[config.mk]
export PLATFORM = sky130hd
export DESIGN_NAME = lockin_demod
export DESIGN_NICKNAME = d
export VERILOG_FILES = /design/src/rtl/lockin_demod.sv
export SDC_FILE = /design/constraint.sdc
export NUM_CORES = 2
export LEC_CHECK = 0
export ABC_CLOCK_PERIOD_IN_PS = 7600
export BUFFER_PORTS_ARGS = -buffer_cell sky130_fd_sc_hd__buf_4
export CAP_MARGIN = 15
export CORE_MARGIN = 8
export CORE_UTILIZATION = 45
export DETAILED_ROUTE_END_ITERATION = 12
export PLACE_DENSITY = 0.68
export SLEW_MARGIN = 30
export SYNTH_ARGS = -nofsm -noshare
export SYNTH_HDL_FRONTEND = slang
export SYNTH_SLANG_ARGS = --single-unit
[constraint.sdc]
create_clock -name clk -period 7.6 [get_ports clk]
set_input_delay 0.76 -clock clk [delete_from_list [all_inputs] [get_ports clk]]
set_output_delay 0.76 -clock clk [all_outputs]
set_load 0.03 [all_outputs]
[src/rtl/lockin_demod.sv]
// Lock-in reference generator and I/Q mixer: NCO + quarter-wave sin/cos ROM, signed ADC x reference products.
// Latency: fixed 4 clk from adc_tick to out_tick; accepts one sample every 2 clk.
// Backpressure: none; every sample yields exactly one out_tick, and the consumer must keep up.
//
// Ports:
//   clk, rst            - rising-edge clock, synchronous active-high reset
//   adc_tick, adc_in    - sample strobe and signed ADC sample
//   ftw, phase_ofs      - tuning word and reference phase offset, taken on adc_tick
//   phase_clr           - accumulator re-sync (wins over the increment)
//   harm_sel            - 2nd-harmonic select; used only when LOCKIN_HARM2_EN is defined
//   out_tick, i_out, q_out - result strobe, adc*cos and adc*sin
//
// Build option: define LOCKIN_HARM2_EN to enable 2f lookup (phase = 2*acc + phase_ofs) when harm_sel=1.

module lockin_demod #(
  parameter int PHASE_W = 32,
  parameter int ADC_W   = 16,
  parameter int LUT_AW  = 8
) (
  input  logic                      clk,
  input  logic                      rst,
  input  logic                      adc_tick,
  input  logic signed [ADC_W-1:0]   adc_in,
  input  logic [PHASE_W-1:0]        ftw,
  input  logic [PHASE_W-1:0]        phase_ofs,
  input  logic                      phase_clr,
  input  logic                      harm_sel,
  output logic                      out_tick,
  output logic signed [2*ADC_W-1:0] i_out,
  output logic signed [2*ADC_W-1:0] q_out
);

  localparam int PW     = 2 * ADC_W;
  localparam int REF_W  = 17;
  localparam int LUT_N  = 1 << LUT_AW;
  localparam longint PI_Q30 = 64'sd3373259426;

  // Quarter-wave entry k = round(32767 * sin(pi*(2k+1)/(4*LUT_N))), evaluated at
  // elaboration in Q30 fixed point with a Taylor series.
  function automatic logic [15:0] lut_val(input int k);
    longint x, x2, term, sum;
    x    = (PI_Q30 * longint'(2 * k + 1)) / longint'(4 * LUT_N);
    x2   = (x * x) >>> 30;
    term = x;
    sum  = x;
    for (int n = 1; n <= 10; n++) begin
      term = -(((term * x2) >>> 30) / longint'((2 * n) * (2 * n + 1)));
      sum  = sum + term;
    end
    return 16'((sum * 64'sd32767 + (64'sd1 <<< 29)) >>> 30);
  endfunction

  logic [15:0] lut_rom [LUT_N];
  for (genvar k = 0; k < LUT_N; k++) begin : g_rom
    localparam logic [15:0] ENTRY = lut_val(k);
    assign lut_rom[k] = ENTRY;
  end

  typedef struct packed {
    logic signed [ADC_W-1:0] adc;
    logic [1:0]              quad;
    logic [LUT_AW-1:0]       addr;
  } s1_t;

  typedef struct packed {
    logic signed [ADC_W-1:0] adc;
    logic signed [REF_W-1:0] sin_ref;
    logic signed [REF_W-1:0] cos_ref;
  } s2_t;

  logic [PHASE_W-1:0] acc;
  logic [PHASE_W-1:0] acc_base;
  logic [PHASE_W-1:0] samp_phase;
  logic               s1_vld, s2_vld, s3_vld;
  s1_t                s1_dat, s1_nxt;
  s2_t                s2_dat, s2_nxt;
  logic signed [PW-1:0] s3_i, s3_q;
  logic [15:0]        mag_a, mag_na;

  // A clear coincident with a tick makes this sample see acc = 0.
  assign acc_base = phase_clr ? '0 : acc;

`ifdef LOCKIN_HARM2_EN
  assign samp_phase = harm_sel ? ((acc_base << 1) + phase_ofs) : (acc_base + phase_ofs);
`else
  assign samp_phase = acc_base + phase_ofs;
  logic unused_harm;
  assign unused_harm = harm_sel;
`endif

  // Only the quadrant and ROM address bits of the phase reach the lookup.
  logic unused_phase_lsbs;
  assign unused_phase_lsbs = ^samp_phase[PHASE_W-LUT_AW-3:0];

  always_comb begin
    s1_nxt      = s1_dat;
    s1_nxt.adc  = adc_in;
    s1_nxt.quad = samp_phase[PHASE_W-1 -: 2];
    s1_nxt.addr = samp_phase[PHASE_W-3 -: LUT_AW];
  end

  // Quadrant fold: odd quadrants read the mirrored address, quadrants 2/3 negate.
  // cos is sin one quadrant ahead, so it mirrors on even quadrants and is
  // negative in quadrants 1 and 2.
  always_comb begin
    mag_a          = lut_rom[s1_dat.addr];
    mag_na         = lut_rom[~s1_dat.addr];
    s2_nxt         = '0;
    s2_nxt.adc     = s1_dat.adc;
    s2_nxt.sin_ref = s1_dat.quad[0] ? {1'b0, mag_na} : {1'b0, mag_a};
    s2_nxt.cos_ref = s1_dat.quad[0] ? {1'b0, mag_a}  : {1'b0, mag_na};
    if (s1_dat.quad[1])
      s2_nxt.sin_ref = -s2_nxt.sin_ref;
    if (s1_dat.quad[1] ^ s1_dat.quad[0])
      s2_nxt.cos_ref = -s2_nxt.cos_ref;
  end

  always_ff @(posedge clk) begin
    if (rst) begin
      acc      <= '0;
      s1_vld   <= 1'b0;
      s2_vld   <= 1'b0;
      s3_vld   <= 1'b0;
      out_tick <= 1'b0;
      s1_dat   <= '0;
      s2_dat   <= '0;
      s3_i     <= '0;
      s3_q     <= '0;
      i_out    <= '0;
      q_out    <= '0;
    end else begin
      if (adc_tick)
        acc <= acc_base + ftw;
      else if (phase_clr)
        acc <= '0;

      s1_vld <= adc_tick;
      if (adc_tick)
        s1_dat <= s1_nxt;

      s2_vld <= s1_vld;
      s2_dat <= s2_nxt;

      // |ref| <= 32767 so the product always fits in PW bits.
      s3_vld <= s2_vld;
      s3_i   <= PW'(s2_dat.adc) * PW'(s2_dat.cos_ref);
      s3_q   <= PW'(s2_dat.adc) * PW'(s2_dat.sin_ref);

      out_tick <= s3_vld;
      if (s3_vld) begin
        i_out <= s3_i;
        q_out <= s3_q;
      end
    end
  end

endmodule

### Word-level counts from Yosys, hierarchy flattened

Memories as Yosys holds them, arrays and structs flattened.
Cells that the tools add are included.

* word-level logic and storage cells: 39
* bits in read-only memories: 8192
* memories kept: 2
* register bits: 240
* output and inout port bits: 65

* magnitude comparators: 2
* add/sub/neg operators: 4
* $mul: 2
* multiplexer cells: 10
* bitwise gates (word level): 4

Memories
* (name not given): words 256, bits a word 16, read ports 1, clocked after Yosys merged registers in 0, write ports 0, line 107 `mag_na = lut_rom[~s1_dat.addr];`
* (name not given): words 256, bits a word 16, read ports 1, clocked after Yosys merged registers in 0, write ports 0, line 106 `mag_a = lut_rom[s1_dat.addr];`

Operator list (number)
* 16-bit two-way mux: 6
* 32-bit adder: 2
* 16-bit by 17-bit multiplier with 32-bit output: 2
* 32-bit two-way mux: 2
* 17-bit two-way mux: 2
* 16-bit negation with 17-bit output: 2
* 9-bit >= comparator, second input constant: 2
* 8-bit inverter with 9-bit output: 2
* 8-bit inverter: 1
* 1-bit bitwise XOR: 1

### Depth between registers and ports, before layout

* depth after elaboration: 8
* depth in mapped cells: 25
* depth with buffers taken out: 23

### Worst setup path before layout

Ideal clock, no wire load.

* path kind: flip-flop to flip-flop
* from: register s2_dat[35] (netlist name)
* to: register s3_q[30]
* path slack: 1452 ps
* arrival time: 6028 ps
* path buffers: 1
* period minus slack after synthesis: 6148 ps
* stages on the path, launching flop included: 20
* data required time: 7479 ps
* library setup time: 121 ps
* cell sequence: dfxtp_1 > clkbuf_1 > nand2_1 > fa_1 > fa_1 > fa_1 > fa_1 > inv_1 > fa_1 > fa_1 > ha_1 > a211oi_1 > o211ai_1 > a31oi_1 > o211ai_1 > a31oi_1 > o31a_1 > o21ai_0 > o31ai_1 > mux2_2

* cells in the longest elaborated chain, start to end: 1

RTL lines
* start: declaration: line 76 `s2_t s2_dat, s2_nxt;`
* start signal: assignment: line 142 `s2_dat <= s2_nxt;`
* 16-bit by 17-bit multiplier with 32-bit output: line 147 `s3_q <= PW'(s2_dat.adc) * PW'(s2_dat.sin_ref);`
* end signal: assignment: line 147
* end: declaration: line 77 `logic signed [PW-1:0] s3_i, s3_q;`

Every way passes these cells.
A chain may end at the register's enable or synchronous reset.

### Worst setup path in the final report

* from: register s2_dat[35] (netlist name)
* to: register s3_i[24]

* cells in the longest elaborated chain, start to end: 1

RTL lines
* 16-bit by 17-bit multiplier with 32-bit output: line 146 `s3_i <= PW'(s2_dat.adc) * PW'(s2_dat.cos_ref);`
* end signal: assignment: line 146
* end: declaration: line 77

Every way passes these cells.

==> results by group <==
Run status
  • Status: finished, final reports clean

Setup path
  • Worst flop-to-flop path endpoint: s3_i[24]
  • R2R depth: 22
  • CP Class: reg2reg
  • Critical Path Source Type: register
  • Worst Path Arrival: approximately 7.6 ns
  • Reg-to-reg slack, setup: 0.46 ns
  • CP max FO: 17
  • Worst setup EP type: register
  • Worst r2r src: s2_dat[35]
  • Critical path origin: s2_dat[35]
  • Required @ worst endpoint: 8.06 ns

Detailed routing
  • Total Routed Length: ~130 mm
  • DRT iter0 DRCs: just under 4000
  • Pre-Repair DR Iteration Count: 7
  • Via Count: about 34000
  • Antenna-violating nets left: 0
  • Drt wl/cell: ~23 um
  • Residual DRC: 0
  • Drt via density: ~6

Timing
  • Post-route worst setup slack: roughly 0.46 ns
  • Period Utilization, post-route: 94.0%
  • Unrepaired setup endpoints after global routing: false
  • Maximum clock rate: about 140 MHz
  • Final setup fails: 0
  • Final hold violations: 0
  • Max-slew violations: 0
  • Worst-Margin Slew: around 1.1 ns
  • Max_slew headroom: a little under a quarter
  • Setup TNS: 0 ns
  • Min Tclk post-route: a little over 7 ns
  • Fin Clk Skew: 0.0378 ns

Layout
  • Layout area overhead: 8.01%
  • Fin nets: between 5000 and 6000
  • Layout cell share with drive strength beyond 1: a little under a tenth
  • Layout Cells excl Fill: about 5800

Placement
  • Dpl cells: 5726
  • Placer Congestion: roughly 1.1
  • Buffers on Ports: 148
  • Pre-CTS WS: 0.498 ns
  • HPWL after DPL: 101 mm

Power
  • Power Total: about 0.0063 W
  • Leakage: 19.6 nW
  • Worst vdd ir: 0.196 mV
  • Pwr dens: around 150 mW/mm2

Min path
  • Hold Path Origin: adc_in[6]
  • Worst min-delay path class: in2reg
  • Hold depth: 3
  • Hold path endpoint: s1_dat[16]

Flow run
  • Max-Cap Viols: 0

Global route
  • Largest net degree at the start of global routing: between 90 and 100
  • GRT Total Usage: a little over a quarter
  • Initial antenna violation count: 9
  • Most used routing layer: met2
  • Grt ovf: 0
  • Vias in the first global route: 34800
  • Met2 Use GR: between 40% and 50%
  • Routing usage on met1: about 36%
  • First-pass GRT wire length: about 210 mm
  • Routing usage on met3: roughly 6.7%

Logic synthesis
  • Yosys top cell by area: fa_1
  • Fraction of registers with async set/reset: 0%
  • Cell area after synthesis: between 0.03 and 0.04 mm2
  • Post-synth EDFFs: 0
  • Syn avg cell area: ~8.5 um2
  • Sequential-to-total area share from yosys stat: approximately 12%
  • Yosys warnings: 0
  • Syn_nets: around 5500
  • Synth Register Bits: 240
  • Post-Syn Instances: between 4000 and 5000
  • Area contributors post-synth: fa_1, dfxtp_1, ha_1
  • Top_reg_cell synth: dfxtp_1
  • Yosys cell types: 98
  • Top cell type's share of synthesized area: between 20 and 30%

Clock network
  • Root Buffer: clkbuf_16
  • CTS max path bufs: 3
  • TritonCTS Sinks: 240
  • Cts hold-fix bufs: 0
  • CTS tree: yes
  • Post-CTS Setup Bufs: 0
  • Resized cells post-CTS: 0
  • Worst-skew pair later-pin latency: roughly 0.61 ns
  • Inserted Clock Buffers: 30
  • Clk slew on worst S/H paths: 0.06 ns
  • H-tree depth: 1

Floorplanning
  • Initial core utilization: a little under half
  • Chip height: slightly above 300 um
  • CORE AREA: 0.0865 mm2
  • Die area: 0.0966 mm2
  • Die W: between 300 and 400 um
  • Number of primary I/O pins: 150
  • Core Rows: around 110
placed cells by master (no fill, tap or decap), types with 53 or more instances in the layout:
cell type,Yosys,routed
a211oi_1,53,53
nor2_1,351,350
a31oi_1,59,59
a21oi_1,190,190
nor3_1,65,65
xnor2_1,83,83
nand2b_1,80,80
buf_4,27,266
ha_1,268,266
fa_1,544,544
inv_1,631,630
and2_1,268,268
o21ai_0,162,162
nor2b_1,111,108
dfxtp_1,240,232
mux2i_1,128,127
nand2_1,382,382
kinds of logic (layout without fill, tap and decap cells):
| kind of cell | count (synthesis) | in the layout | synth area share (%) |
|---|---|---|---|
| compound gates | 885 | 885 | 15.5 |
| xor+xnor | 131 | 131 | 2.94 |
| fa+ha+maj | 812 | 812 | 36.4 |
| buf+inv | 945 | 960 | 9.82 |
| flops | 240 | 240 | 12.3 |
| mux | 159 | 159 | 4.51 |
| other cells | 0 | 4 | 0 |
| simple gates | 1440 | 1440 | 18.5 |
final cells by class:
cell class                      count  area [um2]
Multi-Input combinational cell   3427       30500
Inverter                          636        2390
Antenna cell                        4        10.0
Sequential cell                   240        4830
Clock buffer                       39         856
Fill cell                        8314       44300
Tap cell                         1155        1450
Clock inverter                     16         173
Timing Repair Buffer              269        2050
worst max-delay path by stage:
| stage | end | slack [ns] | cells after the start |
|---|---|---|---|
| 3_3_place_gp | s3_i[30] | 0.50 | 19 |
| 5_1_grt | s3_i[24] | 0.06 | 22 |
| 6_report | s3_i[24] | 0.46 | 22 |
| 4_1_cts | s3_i[24] | 0.40 | 21 |
| 2_1_floorplan | s3_q[30] | 1.45 | 19 |
| 3_5_place_dp | s3_i[24] | 0.50 | 21 |
through the flow:
step / hold slack [ns] / utilization [%] / area [um2]
after floorplan: 0.414 / - / 39100
after global placement: 0.428 / 47.6 / 41200
after detailed placement: 0.433 / 47.6 / 41200
after CTS: 0.352 / 48.8 / 42200
after global routing: 0.387 / 48.8 / 42200
final: 0.398 / 48.8 / 42200
synth_stat cells, types with 30 or more instances:
cell        n
a211oi_1   53
a21o_1     40
a21oi_1   190
a31oi_1    59
and2_1    268
buf_2      67
clkbuf_1  189
dfxtp_1   240
fa_1      544
ha_1      268
inv_1     631
mux2i_1   128
nand2_1   382
nand2b_1   80
nand3_1    45
nor2_1    351
nor2b_1   111
nor3_1     65
o211ai_1   39
o21a_1     30
o21ai_0   162
xnor2_1    83
xor2_1     48
report_power, final:
| group | total [W] | internal, W | switching, W |
|---|---|---|---|
| clock | 0.00148 | 0.000868 | 0.000610 |
| sequential | 0.00167 | 0.00141 | 0.000265 |
| combinational | 0.00315 | 0.00115 | 0.00200 |
critical path: stages (launching register included):
cell	delay [ns]
dfxtp_1	0.76
buf_4	0.34
buf_4	0.18
and2_1	0.15
fa_1	0.42
fa_1	0.51
ha_1	0.22
fa_1	0.49
inv_1	0.06
fa_1	0.49
fa_1	0.50
inv_1	0.05
ha_1	0.21
or3_1	0.42
nor3_1	0.13
o21ai_0	0.16
a31oi_1	0.39
o31ai_2	0.25
nor4_1	0.25
nor2_1	0.11
a211oi_1	0.36
o2bb2ai_1	0.18
mux2_2	0.35
flip-flops by register name, summed over array words and instances, names as in the netlist:
name	flops
s2_dat	50
acc	32
i_out	32
q_out	32
s3_i	32
s3_q	32
s1_dat	26
out_tick	1
s1_vld	1
s2_vld	1
s3_vld	1
metal layers:
metal | share of wire [%] | vias up
met5 | 0.080 | -
met4 | 5.5 | 8
met1 | 41 | 16800
li1 | - | 15200
met2 | 43 | 1779
met3 | 10 | 444
Note: power is estimated with default switching activity, not from simulation.
